[config.mk]
export PLATFORM = sky130hd
export DESIGN_NAME = iob_fifo_sync_asym
export DESIGN_NICKNAME = d
export VERILOG_FILES = /design/src/rtl/iob_fifo_sync_asym_pkg.sv /design/src/rtl/iob_ram_2p_asym.sv /design/src/rtl/iob_fifo_sync_asym.sv
export SDC_FILE = /design/constraint.sdc
export NUM_CORES = 1
export LEC_CHECK = 0
export ABC_AREA = 0
export CAP_MARGIN = 20
export CELL_PAD_IN_SITES_DETAIL_PLACEMENT = 1
export CELL_PAD_IN_SITES_GLOBAL_PLACEMENT = 1
export CORE_ASPECT_RATIO = 1.1
export CORE_MARGIN = 2
export CORE_UTILIZATION = 40
export DETAILED_ROUTE_END_ITERATION = 7
export PLACE_DENSITY_LB_ADDON = 0.1
export RECOVER_POWER = 100
export SYNTH_ARGS = -nofsm -noshare
export SYNTH_HDL_FRONTEND = slang
export SYNTH_SLANG_ARGS = --single-unit
[constraint.sdc]
create_clock -name clk_i -period 3.6 [get_ports clk_i]
set_clock_uncertainty 0.2 [all_clocks]
set_input_delay 0.36 -clock clk_i [delete_from_list [all_inputs] [get_ports clk_i]]
set_output_delay 0.36 -clock clk_i [all_outputs]
set_load 0.03 [all_outputs]
[src/rtl/iob_fifo_sync_asym_pkg.sv]
`default_nettype none
// ============================================================================
// Module      : iob_fifo_sync_asym_pkg
// Description : Shared constant helpers for the asymmetric synchronous FIFO.
//               All sizes are counted in "narrow" words, where narrow is
//               min(W_DATA_W, R_DATA_W).
//                 fifo_ratio     - R, wide/narrow width ratio (power of two)
//                 fifo_incr      - W_INCR / R_INCR, narrow words per port word
//                 fifo_minaddr_w - MINADDR_W, address width in wide words
// Revision    : 1.0 - initial release
// ============================================================================
package iob_fifo_sync_asym_pkg;

    function automatic int fifo_min(input int a, input int b);
        return (a < b) ? a : b;
    endfunction

    function automatic int fifo_max(input int a, input int b);
        return (a > b) ? a : b;
    endfunction

    // R: number of narrow words packed in one wide word
    function automatic int fifo_ratio(input int w_data_w, input int r_data_w);
        return fifo_max(w_data_w, r_data_w) / fifo_min(w_data_w, r_data_w);
    endfunction

    // Narrow words moved by one access of a port of width port_w
    function automatic int fifo_incr(input int port_w, input int w_data_w, input int r_data_w);
        return port_w / fifo_min(w_data_w, r_data_w);
    endfunction

    // Address width of the storage when organised as wide words
    function automatic int fifo_minaddr_w(input int addr_w, input int w_data_w, input int r_data_w);
        return addr_w - $clog2(fifo_ratio(w_data_w, r_data_w));
    endfunction

endpackage
`default_nettype wire

[src/rtl/iob_ram_2p_asym.sv]
`default_nettype none
// ============================================================================
// Module      : iob_ram_2p_asym
// Description : Single-clock two-port RAM with independent write and read
//               widths. Storage is organised as wide words; the narrow port
//               addresses one lane of a row, lane 0 in the LSBs (little-endian
//               packing). Read data is registered (one-cycle latency) and
//               holds until the next read.
// Ports       : clk_i     - clock
//               arst_n_i  - asynchronous active-low reset (read register)
//               rst_i     - synchronous reset (read register)
//               w_en_i    - write strobe
//               w_addr_i  - write address, in narrow words
//               w_data_i  - write data, W_DATA_W bits
//               r_en_i    - read strobe
//               r_addr_i  - read address, in narrow words
//               r_data_o  - registered read data, R_DATA_W bits
// Revision    : 1.0 - initial release
// ============================================================================
module iob_ram_2p_asym
    import iob_fifo_sync_asym_pkg::*;
#(
    parameter int W_DATA_W = 32,
    parameter int R_DATA_W = 8,
    parameter int ADDR_W   = 4
) (
    input  logic                clk_i,
    input  logic                arst_n_i,
    input  logic                rst_i,
    input  logic                w_en_i,
    input  logic [ADDR_W-1:0]   w_addr_i,
    input  logic [W_DATA_W-1:0] w_data_i,
    input  logic                r_en_i,
    input  logic [ADDR_W-1:0]   r_addr_i,
    output logic [R_DATA_W-1:0] r_data_o
);

    localparam int c_narrow_w = fifo_min(W_DATA_W, R_DATA_W);
    localparam int c_wide_w   = fifo_max(W_DATA_W, R_DATA_W);
    localparam int c_minaddr  = fifo_minaddr_w(ADDR_W, W_DATA_W, R_DATA_W);
    localparam int c_lane_lg  = ADDR_W - c_minaddr;
    // Keep vector widths legal when the RAM is a single wide row or R == 1
    localparam int c_row_w    = (c_minaddr > 0) ? c_minaddr : 1;
    localparam int c_lane_w   = (c_lane_lg > 0) ? c_lane_lg : 1;

    logic [c_wide_w-1:0] r_mem [2**c_row_w];
    logic [R_DATA_W-1:0] r_rd_data;
    logic [c_row_w-1:0]  w_wr_row;
    logic [c_row_w-1:0]  w_rd_row;

    assign w_wr_row = c_row_w'(w_addr_i >> c_lane_lg);
    assign w_rd_row = c_row_w'(r_addr_i >> c_lane_lg);
    assign r_data_o = r_rd_data;

    generate
        if (W_DATA_W == c_wide_w) begin : g_wr_wide
            always_ff @(posedge clk_i) begin
                if (w_en_i) begin
                    r_mem[w_wr_row] <= w_data_i;
                end
            end
        end else begin : g_wr_narrow
            logic [c_lane_w-1:0] w_wr_lane;
            assign w_wr_lane = c_lane_w'(w_addr_i);
            always_ff @(posedge clk_i) begin
                if (w_en_i) begin
                    r_mem[w_wr_row][int'(w_wr_lane)*c_narrow_w +: c_narrow_w] <= w_data_i;
                end
            end
        end

        if (R_DATA_W == c_wide_w) begin : g_rd_wide
            always_ff @(posedge clk_i or negedge arst_n_i) begin
                if (!arst_n_i) begin
                    r_rd_data <= '0;
                end else if (rst_i) begin
                    r_rd_data <= '0;
                end else if (r_en_i) begin
                    r_rd_data <= r_mem[w_rd_row];
                end
            end
        end else begin : g_rd_narrow
            logic [c_lane_w-1:0] w_rd_lane;
            assign w_rd_lane = c_lane_w'(r_addr_i);
            always_ff @(posedge clk_i or negedge arst_n_i) begin
                if (!arst_n_i) begin
                    r_rd_data <= '0;
                end else if (rst_i) begin
                    r_rd_data <= '0;
                end else if (r_en_i) begin
                    r_rd_data <= r_mem[w_rd_row][int'(w_rd_lane)*c_narrow_w +: c_narrow_w];
                end
            end
        end
    endgenerate

endmodule
`default_nettype wire

[src/rtl/iob_fifo_sync_asym.sv]
`default_nettype none
// ============================================================================
// Module      : iob_fifo_sync_asym
// Description : Synchronous FIFO with different write and read widths.
//               Occupancy is tracked in narrow words in a single level
//               register from which full/empty/almost flags are derived.
//               FWFT=0: popped word appears one cycle after the read.
//               FWFT=1: words are prefetched into an output register; the
//               level still counts that word until it is popped.
// Ports       : clk_i, arst_n_i, rst_i       - clock, async/sync resets
//               w_en_i, w_data_i, w_full_o   - write side
//               r_en_i, r_data_o, r_empty_o  - read side
//               level_o                      - occupancy, narrow words
//               almost_full_thr_i/_o         - level >= threshold
//               almost_empty_thr_i/_o        - level <= threshold
//               overflow_o, underflow_o      - sticky error flags
//               err_clr_i                    - clears error flags
// Revision    : 1.0 - initial release
// ============================================================================
module iob_fifo_sync_asym
    import iob_fifo_sync_asym_pkg::*;
#(
    parameter int W_DATA_W = 32,
    parameter int R_DATA_W = 8,
    parameter int ADDR_W   = 4,
    parameter int FWFT     = 0
) (
    input  logic                clk_i,
    input  logic                arst_n_i,
    input  logic                rst_i,
    input  logic                w_en_i,
    input  logic [W_DATA_W-1:0] w_data_i,
    output logic                w_full_o,
    input  logic                r_en_i,
    output logic [R_DATA_W-1:0] r_data_o,
    output logic                r_empty_o,
    output logic [ADDR_W:0]     level_o,
    input  logic [ADDR_W:0]     almost_full_thr_i,
    input  logic [ADDR_W:0]     almost_empty_thr_i,
    output logic                almost_full_o,
    output logic                almost_empty_o,
    output logic                overflow_o,
    output logic                underflow_o,
    input  logic                err_clr_i
);

    localparam int c_w_incr = fifo_incr(W_DATA_W, W_DATA_W, R_DATA_W);
    localparam int c_r_incr = fifo_incr(R_DATA_W, W_DATA_W, R_DATA_W);

    localparam logic [ADDR_W:0]   c_cap        = (ADDR_W+1)'(2**ADDR_W);
    localparam logic [ADDR_W:0]   c_w_step     = (ADDR_W+1)'(c_w_incr);
    localparam logic [ADDR_W:0]   c_r_step     = (ADDR_W+1)'(c_r_incr);
    // Pointers wrap modulo capacity; an increment equal to the capacity
    // truncates to zero, which is exactly that wrap.
    localparam logic [ADDR_W-1:0] c_w_ptr_step = ADDR_W'(c_w_incr);
    localparam logic [ADDR_W-1:0] c_r_ptr_step = ADDR_W'(c_r_incr);

    logic [ADDR_W-1:0]   r_wptr;
    logic [ADDR_W-1:0]   r_rptr;
    logic [ADDR_W:0]     r_level;
    logic                r_overflow;
    logic                r_underflow;

    logic                w_full;
    logic                w_empty;
    logic                w_wr_acc;   // write accepted this edge
    logic                w_pop;      // word leaves the FIFO (level decrement)
    logic                w_fetch;    // RAM read issued (read pointer advance)
    logic [R_DATA_W-1:0] w_ram_data;

    assign w_full   = r_level > (c_cap - c_w_step);
    assign w_wr_acc = w_en_i & ~w_full;

    generate
        if (FWFT != 0) begin : g_fwft
            logic                r_out_valid;
            logic                r_fetch_pend;
            logic [R_DATA_W-1:0] r_out_data;
            logic [ADDR_W:0]     w_in_flight;
            logic [ADDR_W:0]     w_mem_level;

            // Words already fetched out of the RAM but not yet popped
            assign w_in_flight = (r_out_valid  ? c_r_step : '0)
                               + (r_fetch_pend ? c_r_step : '0);
            assign w_mem_level = r_level - w_in_flight;

            assign w_pop    = r_en_i & r_out_valid;
            // One fetch in flight at a time, and only when the output
            // register will be free to receive it.
            assign w_fetch  = (w_mem_level >= c_r_step) & ~r_fetch_pend
                            & (~r_out_valid | w_pop);
            assign w_empty  = ~r_out_valid;
            assign r_data_o = r_out_data;

            always_ff @(posedge clk_i or negedge arst_n_i) begin
                if (!arst_n_i) begin
                    r_out_valid  <= 1'b0;
                    r_fetch_pend <= 1'b0;
                    r_out_data   <= '0;
                end else if (rst_i) begin
                    r_out_valid  <= 1'b0;
                    r_fetch_pend <= 1'b0;
                    r_out_data   <= '0;
                end else begin
                    r_fetch_pend <= w_fetch;
                    if (r_fetch_pend) begin
                        r_out_valid <= 1'b1;
                        r_out_data  <= w_ram_data;
                    end else if (w_pop) begin
                        r_out_valid <= 1'b0;
                    end
                end
            end
        end else begin : g_std
            assign w_empty  = r_level < c_r_step;
            assign w_pop    = r_en_i & ~w_empty;
            assign w_fetch  = w_pop;
            assign r_data_o = w_ram_data;
        end
    endgenerate

    always_ff @(posedge clk_i or negedge arst_n_i) begin
        if (!arst_n_i) begin
            r_wptr      <= '0;
            r_rptr      <= '0;
            r_level     <= '0;
            r_overflow  <= 1'b0;
            r_underflow <= 1'b0;
        end else if (rst_i) begin
            r_wptr      <= '0;
            r_rptr      <= '0;
            r_level     <= '0;
            r_overflow  <= 1'b0;
            r_underflow <= 1'b0;
        end else begin
            if (w_wr_acc) begin
                r_wptr <= r_wptr + c_w_ptr_step;
            end
            if (w_fetch) begin
                r_rptr <= r_rptr + c_r_ptr_step;
            end
            r_level     <= r_level + (w_wr_acc ? c_w_step : '0) - (w_pop ? c_r_step : '0);
            // A new error wins over a coincident clear
            r_overflow  <= (w_en_i & w_full)  | (r_overflow  & ~err_clr_i);
            r_underflow <= (r_en_i & w_empty) | (r_underflow & ~err_clr_i);
        end
    end

    iob_ram_2p_asym #(
        .W_DATA_W (W_DATA_W),
        .R_DATA_W (R_DATA_W),
        .ADDR_W   (ADDR_W)
    ) u_ram (
        .clk_i    (clk_i),
        .arst_n_i (arst_n_i),
        .rst_i    (rst_i),
        .w_en_i   (w_wr_acc),
        .w_addr_i (r_wptr),
        .w_data_i (w_data_i),
        .r_en_i   (w_fetch),
        .r_addr_i (r_rptr),
        .r_data_o (w_ram_data)
    );

    assign w_full_o       = w_full;
    assign r_empty_o      = w_empty;
    assign level_o        = r_level;
    assign almost_full_o  = r_level >= almost_full_thr_i;
    assign almost_empty_o = r_level <= almost_empty_thr_i;
    assign overflow_o     = r_overflow;
    assign underflow_o    = r_underflow;

endmodule
`default_nettype wire

Word-level counts from Yosys, hierarchy flattened

Memory sizes are Yosys's and may differ from the RTL's.
Cells that the tools add are included.

Bits in registers: 23
Memory bits (writable): 128
Input bits: 48
Output and inout port bits: 19
Word-level logic and storage cells: 42
Memories kept: 1

Add/subtract/negate cells: 4
$lt $le $gt $ge: 4
Shift operators: 1
Muxes and demuxes: 13
Bitwise operators: 11
Reductions and logical operators: 2

Memories:

| name        | depth | bits a word | read ports | clocked after Yosys merged registers in | wr ports | RTL line              | RTL |
|---|---|---|---|---|---|---|---|
| u_ram.r_mem | 4     | 32          | 1          | 0                                       | 1        | iob_ram_2p_asym.sv:46 | `logic [c_wide_w-1:0] r_mem [2**c_row_w];` |

Operator list:

| operator                                                                     | count |
|---|---|
| 32-bit by 6-bit variable part select with 8-bit output                       | 1 |
| 4-bit two-way mux                                                            | 4 |
| 8-bit two-way mux                                                            | 2 |
| 1-bit AND                                                                    | 6 |
| 5-bit by 3-bit adder with 5-bit output                                       | 1 |
| 5-bit >= comparator                                                          | 1 |
| 5-bit by 4-bit > comparator with 1-bit output, second input constant         | 1 |
| 5-bit <= comparator                                                          | 1 |
| 5-bit by 1-bit less-than comparator with 1-bit output, second input constant | 1 |
| 1-bit two-way mux                                                            | 5 |
| 5-bit two-way mux                                                            | 1 |
| 5-bit by 1-bit subtractor with 5-bit output                                  | 1 |
| 4-bit by 1-bit adder with 4-bit output, second input constant                | 1 |
| 4-bit by 3-bit adder with 4-bit output, second input constant                | 1 |
| 2-bit nonzero test                                                           | 2 |
| 3-bit two-way mux                                                            | 1 |
| 1-bit NOT                                                                    | 3 |
| 1-bit bitwise OR                                                             | 2 |

Longest topological paths before layout

Depth in word-level cells: 7
Mapped depth: 14
Mapped depth without buffers: 13

By module

Synthesis repeated with hierarchy kept, for this count alone.

Cells, all modules: 422
Area total of the unflattened synthesis: 6373.6 sq um

By module, submodules not included:

| module             | times used | cells each | area an instance (sq um) | seq. area each (sq um) |
|---|---|---|---|---|
| iob_ram_2p_asym    | 1          | 304        | 5293.8                   | 4043.9 |
| iob_fifo_sync_asym | 1          | 118        | 1079.8                   | 325.3 |

Least setup slack after synthesis

Ideal clock, no wire load.

Path type: flip-flop to flip-flop
Start point: register r_level[1] (netlist: level_o[1])
End point: register r_level[4] (netlist: level_o[4])
Library setup time: 132 ps
Data arrival time: 2519 ps
Required time: 3268 ps
Path slack: 749 ps
Cell stages (with the launch flop): 12
Buffers on the path: 0
Period minus slack after synthesis: 2851 ps
Path through: dfrtp_1 > or3b_1 > a31oi_2 > and2_2 > inv_1 > ha_1 > inv_1 > ha_1 > a21o_1 > a21oi_1 > xnor2_1 > nor2_1

Cells in the longest elaborated chain, start to end: 7
Elaborated cells between the ends (all ways): 11
Classes of those cells: add/sub: 2; order compare: 2; mux: 3; bitwise: 4

RTL lines:

| what                                            | RTL line                  | RTL |
|---|---|---|
| start: declaration                              | iob_fifo_sync_asym.sv:60  | `logic [ADDR_W:0] r_level;` |
| start signal: assignment                        | iob_fifo_sync_asym.sv:142 | `r_level <= r_level + (w_wr_acc ? c_w_step : '0) - (w_pop ? c_r_step : '0);` |
| 5-bit by 4-bit > comparator with 1-bit output   | iob_fifo_sync_asym.sv:71  | `assign w_full = r_level > (c_cap - c_w_step);` |
| 1-bit NOT                                       | iob_fifo_sync_asym.sv:72  | `assign w_wr_acc = w_en_i & ~w_full;` |
| 1-bit AND                                       | iob_fifo_sync_asym.sv:72  |  |
| 3-bit two-way mux                               | iob_fifo_sync_asym.sv:142 |  |
| 5-bit by 3-bit adder with 5-bit output          | iob_fifo_sync_asym.sv:142 |  |
| 5-bit by 1-bit subtractor with 5-bit output (*) | iob_fifo_sync_asym.sv:142 |  |
| 5-bit two-way mux (*)                           | iob_fifo_sync_asym.sv:129 | `end else if (rst_i) begin` |

Every way passes the cells marked *; elsewhere a longest branch is shown, timed or not.
A chain may end at the register's enable or synchronous reset.

Worst setup path in the final report

Start point: register r_level[1] (netlist: level_o[1])
End point: output almost_empty_o

Cells in the longest elaborated chain, start to end: 1

RTL lines:

| what                | RTL line                  | RTL |
|---|---|---|
| 5-bit <= comparator | iob_fifo_sync_asym.sv:169 | `assign almost_empty_o = r_level <= almost_empty_thr_i;` |
| end: declaration    | iob_fifo_sync_asym.sv:41  | `output logic almost_empty_o,` |

Every way passes these cells.

==> results.cfg <==
[cells_and_area]
seq_area_sq_um = 4370
nets = 482
fin_area_sq_um = 7660
drive_gt1_share_pct = 17.5
syn_to_final_growth_pct = 23.2
multi_input_area_sq_um = 1640
nFillCells = 1411

[drt]
num_vias = 3170
drc = 0
ant_nets = 0
routedWlPerCell_um = 20.6
drt_iter0_drc = 120
wl_um = 12800
vias_per_cell = 5.11
dr.pass1.iters = 5

[cts]
cts_made_buffers = 17
cts-resized-gates = 0
clkTransAtPathRegs_ns = 0.06
h-tree-depth = 4
cts.sinks = 149
cts.path.max_buffers = 2
post_cts_buffers = 0
clkLatencyLatePin_ns = 0.41
cts_tree = yes
cts_root_buf = clkbuf_16
hold_buffers = 0

[synth]
synth_area_sq_um = 6220
synth.most_common_cell = edfxtp_1
yosysSeqAreaShare_pct = 70.3
yosysTopAreaCellShare_pct = 61.8
ys_ff_latch = 149
synth.largest_area_cell = edfxtp_1
yosys_warnings = 0
synth_mux_area_share_pct = 14.2
syn_inst = 329
synth_top_family_by_area = multiplexers
synth_commonest_cells = 128 x edfxtp_1, 32 x mux4_2, 23 x ha_1, 23 x inv_1, 21 x dfrtp_1
synth_edf_count = 128
syn_area_per_cell_sq_um = 18.9
syn-num-nets = 401
ys.flop_type = edfxtp_1
async_reset_ff_share_pct = 14.1
synth-xor-area-share_pct = 0.845
synth_compound_area_share_pct = 2.86
synthAdderAreaFrac_pct = 4.95
synthSimpleGateAreaFrac_pct = 3.90
netlist_top_cells_area = edfxtp_1 62%, mux4_2 12%, dfrtp_1 8.5%
ys_types = 37

[placement]
hpwlAfterDp_um = 8200
place.gp.congestion = 0.711
port_buffers = 66
place_area_sq_um = 7100

[floorplanning]
die_h_um = 135
row_count = 47
die_area_sq_um = 16600
start_util_pct = 41.1
ioPinCount = 67
die_w_um = 123
core_sq_um = 15100

[setup_path]
slowest_stage = dlygate4sd3_1
critPathRequiredTime_ns = 3.04
path_common_cell = o21a_1
critPathLaunch = level_o[1]$_DFF_PN0_
cp_slowest_stage_delay_ns = 0.76
cp-start-kind = register
cp_max_fo = 7
critPathArrivalTime_ns = 2.74
cp-end-kind = primary output
crit_chain = ha_1, nor2b_1, o21a_1, o21a_1, o21a_1, o22ai_1, dlygate4sd3_1
crit-reg2reg-launch = level_o[3]$_DFF_PN0_
critPathKind = reg2out

[timing]
setup_tns_ns = 0
max_freq_mhz = 303
slew_headroom_pct = 13.6
slew_viol_final = 0
rsz0062_at_grt = no
finalCritPeriodShare_pct = 91.7
hold_viol = 0
worst-slew-pin-transition_ns = 1.30
final-setup-viol-count = 0
fin_crit_ns = 3.30

[power]
p_comb_share_pct = 26.5
leakage_nw = 2.72
pwr-share-seq_pct = 42.5
power.density_nw_per_um2 = 712
p_total_w = 0.00545
ir_worst_vdd_mv = 0.324
power.internal_w = 0.00383
p_sw_share_pct = 29.7
clkPwrFrac_pct = 31.1
p_switching_w = 0.00162

[grt]
grt_pass1_wl_um = 20400
grt_max_degree = 33
overflow = 0
gr-usage-all-layers_pct = 16.9
grt_pass1_vias = 3567
antenna_found_initial = 1

[worst_hold_path]
worstHoldStart = u_ram.r_data_o[7]$_DFFE_PN0P_
min_path_type = reg2reg

[run]
cap_violations = 0

[status]
outcome = complete, no violations
==> metrics by stage <==
step                      util (%)  setup WS [ns]  hold WS [ns]  cells
final                         50.7          0.300         0.328    620
after global routing          50.7          0.155         0.350    620
after CTS                     50.7          0.289         0.115    618
after detailed placement      47.0          0.425         0.312    586
after global placement        47.0          0.504         0.319    586
after floorplan                  -          0.749        -0.136    329
==> registers in the layout (all words and copies together), names as in the netlist <==
register        flops
u_ram.r_data_o      8
u_ram.r_mem       128
r_rptr              4
underflow_o         1
level_o             5
overflow_o          1
r_wptr              2
==> area by class of cell <==
| type | count | share of cell area [%] |
|---|---|---|
| inverters | 24 | 1.21 |
| repair buffers | 76 | 9.69 |
| well taps | 196 | 3.20 |
| multi-input cells | 142 | 21.4 |
| clock buffers | 19 | 5.65 |
| flip-flops and latches | 149 | 57.1 |
| clock inverters | 13 | 1.75 |
| diodes | 1 | 0.0327 |
==> path summary, 6_finish.rpt <==
check,to,slack [ns],depth (start not counted)
min in group asynchronous,underflow_o$_DFF_PN0_,0.56,2
max in group asynchronous,r_rptr[0]$_DFFE_PN0P_,1.78,2
setup / recovery,almost_empty_o,0.30,7
hold reg to reg,u_ram.r_data_o[7]$_DFFE_PN0P_,0.33,2
hold / removal,u_ram.r_data_o[7]$_DFFE_PN0P_,0.33,2
setup reg to reg,level_o[3]$_DFF_PN0_,0.41,13
==> cell families after synthesis <==
kind of cell | count (synthesis)
simple gates | 41
compound gates | 23
buf+inv | 38
flops | 149
mux | 48
fa+ha+maj | 24
xor+xnor | 6
==> critical path: cells and delay by family, from the launching register on <==
family | cells | cell delay, ns
flops | 1 | 0.48
fa+ha+maj | 1 | 0.35
compound gates | 4 | 0.61
simple gates | 1 | 0.13
buf+inv | 1 | 0.76
==> power groups by stage <==
stage / Clock, W / Sequential, W / Combinational, W
2_1_floorplan: 0 / 0.00236 / 0.00103
3_3_place_gp: 0 / 0.00235 / 0.00150
3_5_place_dp: 0 / 0.00236 / 0.00153
4_1_cts: 0.00174 / 0.00233 / 0.00154
5_1_grt: 0.00181 / 0.00235 / 0.00160
6_report: 0.00170 / 0.00232 / 0.00144
==> cells in the final DEF (no fill, tap or decap), drive strengths merged <==
master and instances:
o221ai 8, a21o 1, a31oi 1, o21a 3, mux4 32, diode 1
clkinvlp 3, xor2 3, mux2i 16, bufinv 2, fa 1, o31ai 1
inv 25, nand3b 9, and3 4, dlygate4sd3 52, o21ai 1, nor2 12
and2 2, xnor2 3, ha 23, a21oi 5, nand4 2, clkdlybuf4s50 14
o22ai 1, or3b 1, a22oi 2, nor2b 3, clkinv 7, nand2 5
buf 5, clkbuf 24, or3 1, edfxtp 128, dfrtp 21, nand2b 2
==> per-layer routing <==
| layer | up-vias | global-route usage, % | wire length [um] |
|---|---|---|---|
| met5 | - | 0 | 0 |
| met4 | 0 | 5.81 | 156 |
| met3 | 16 | 3.34 | 445 |
| met2 | 69 | 28.2 | 6600 |
| met1 | 1632 | 22.2 | 5560 |
| li1 | 1453 | - | - |
Note: power is estimated with default switching activity, not from simulation.
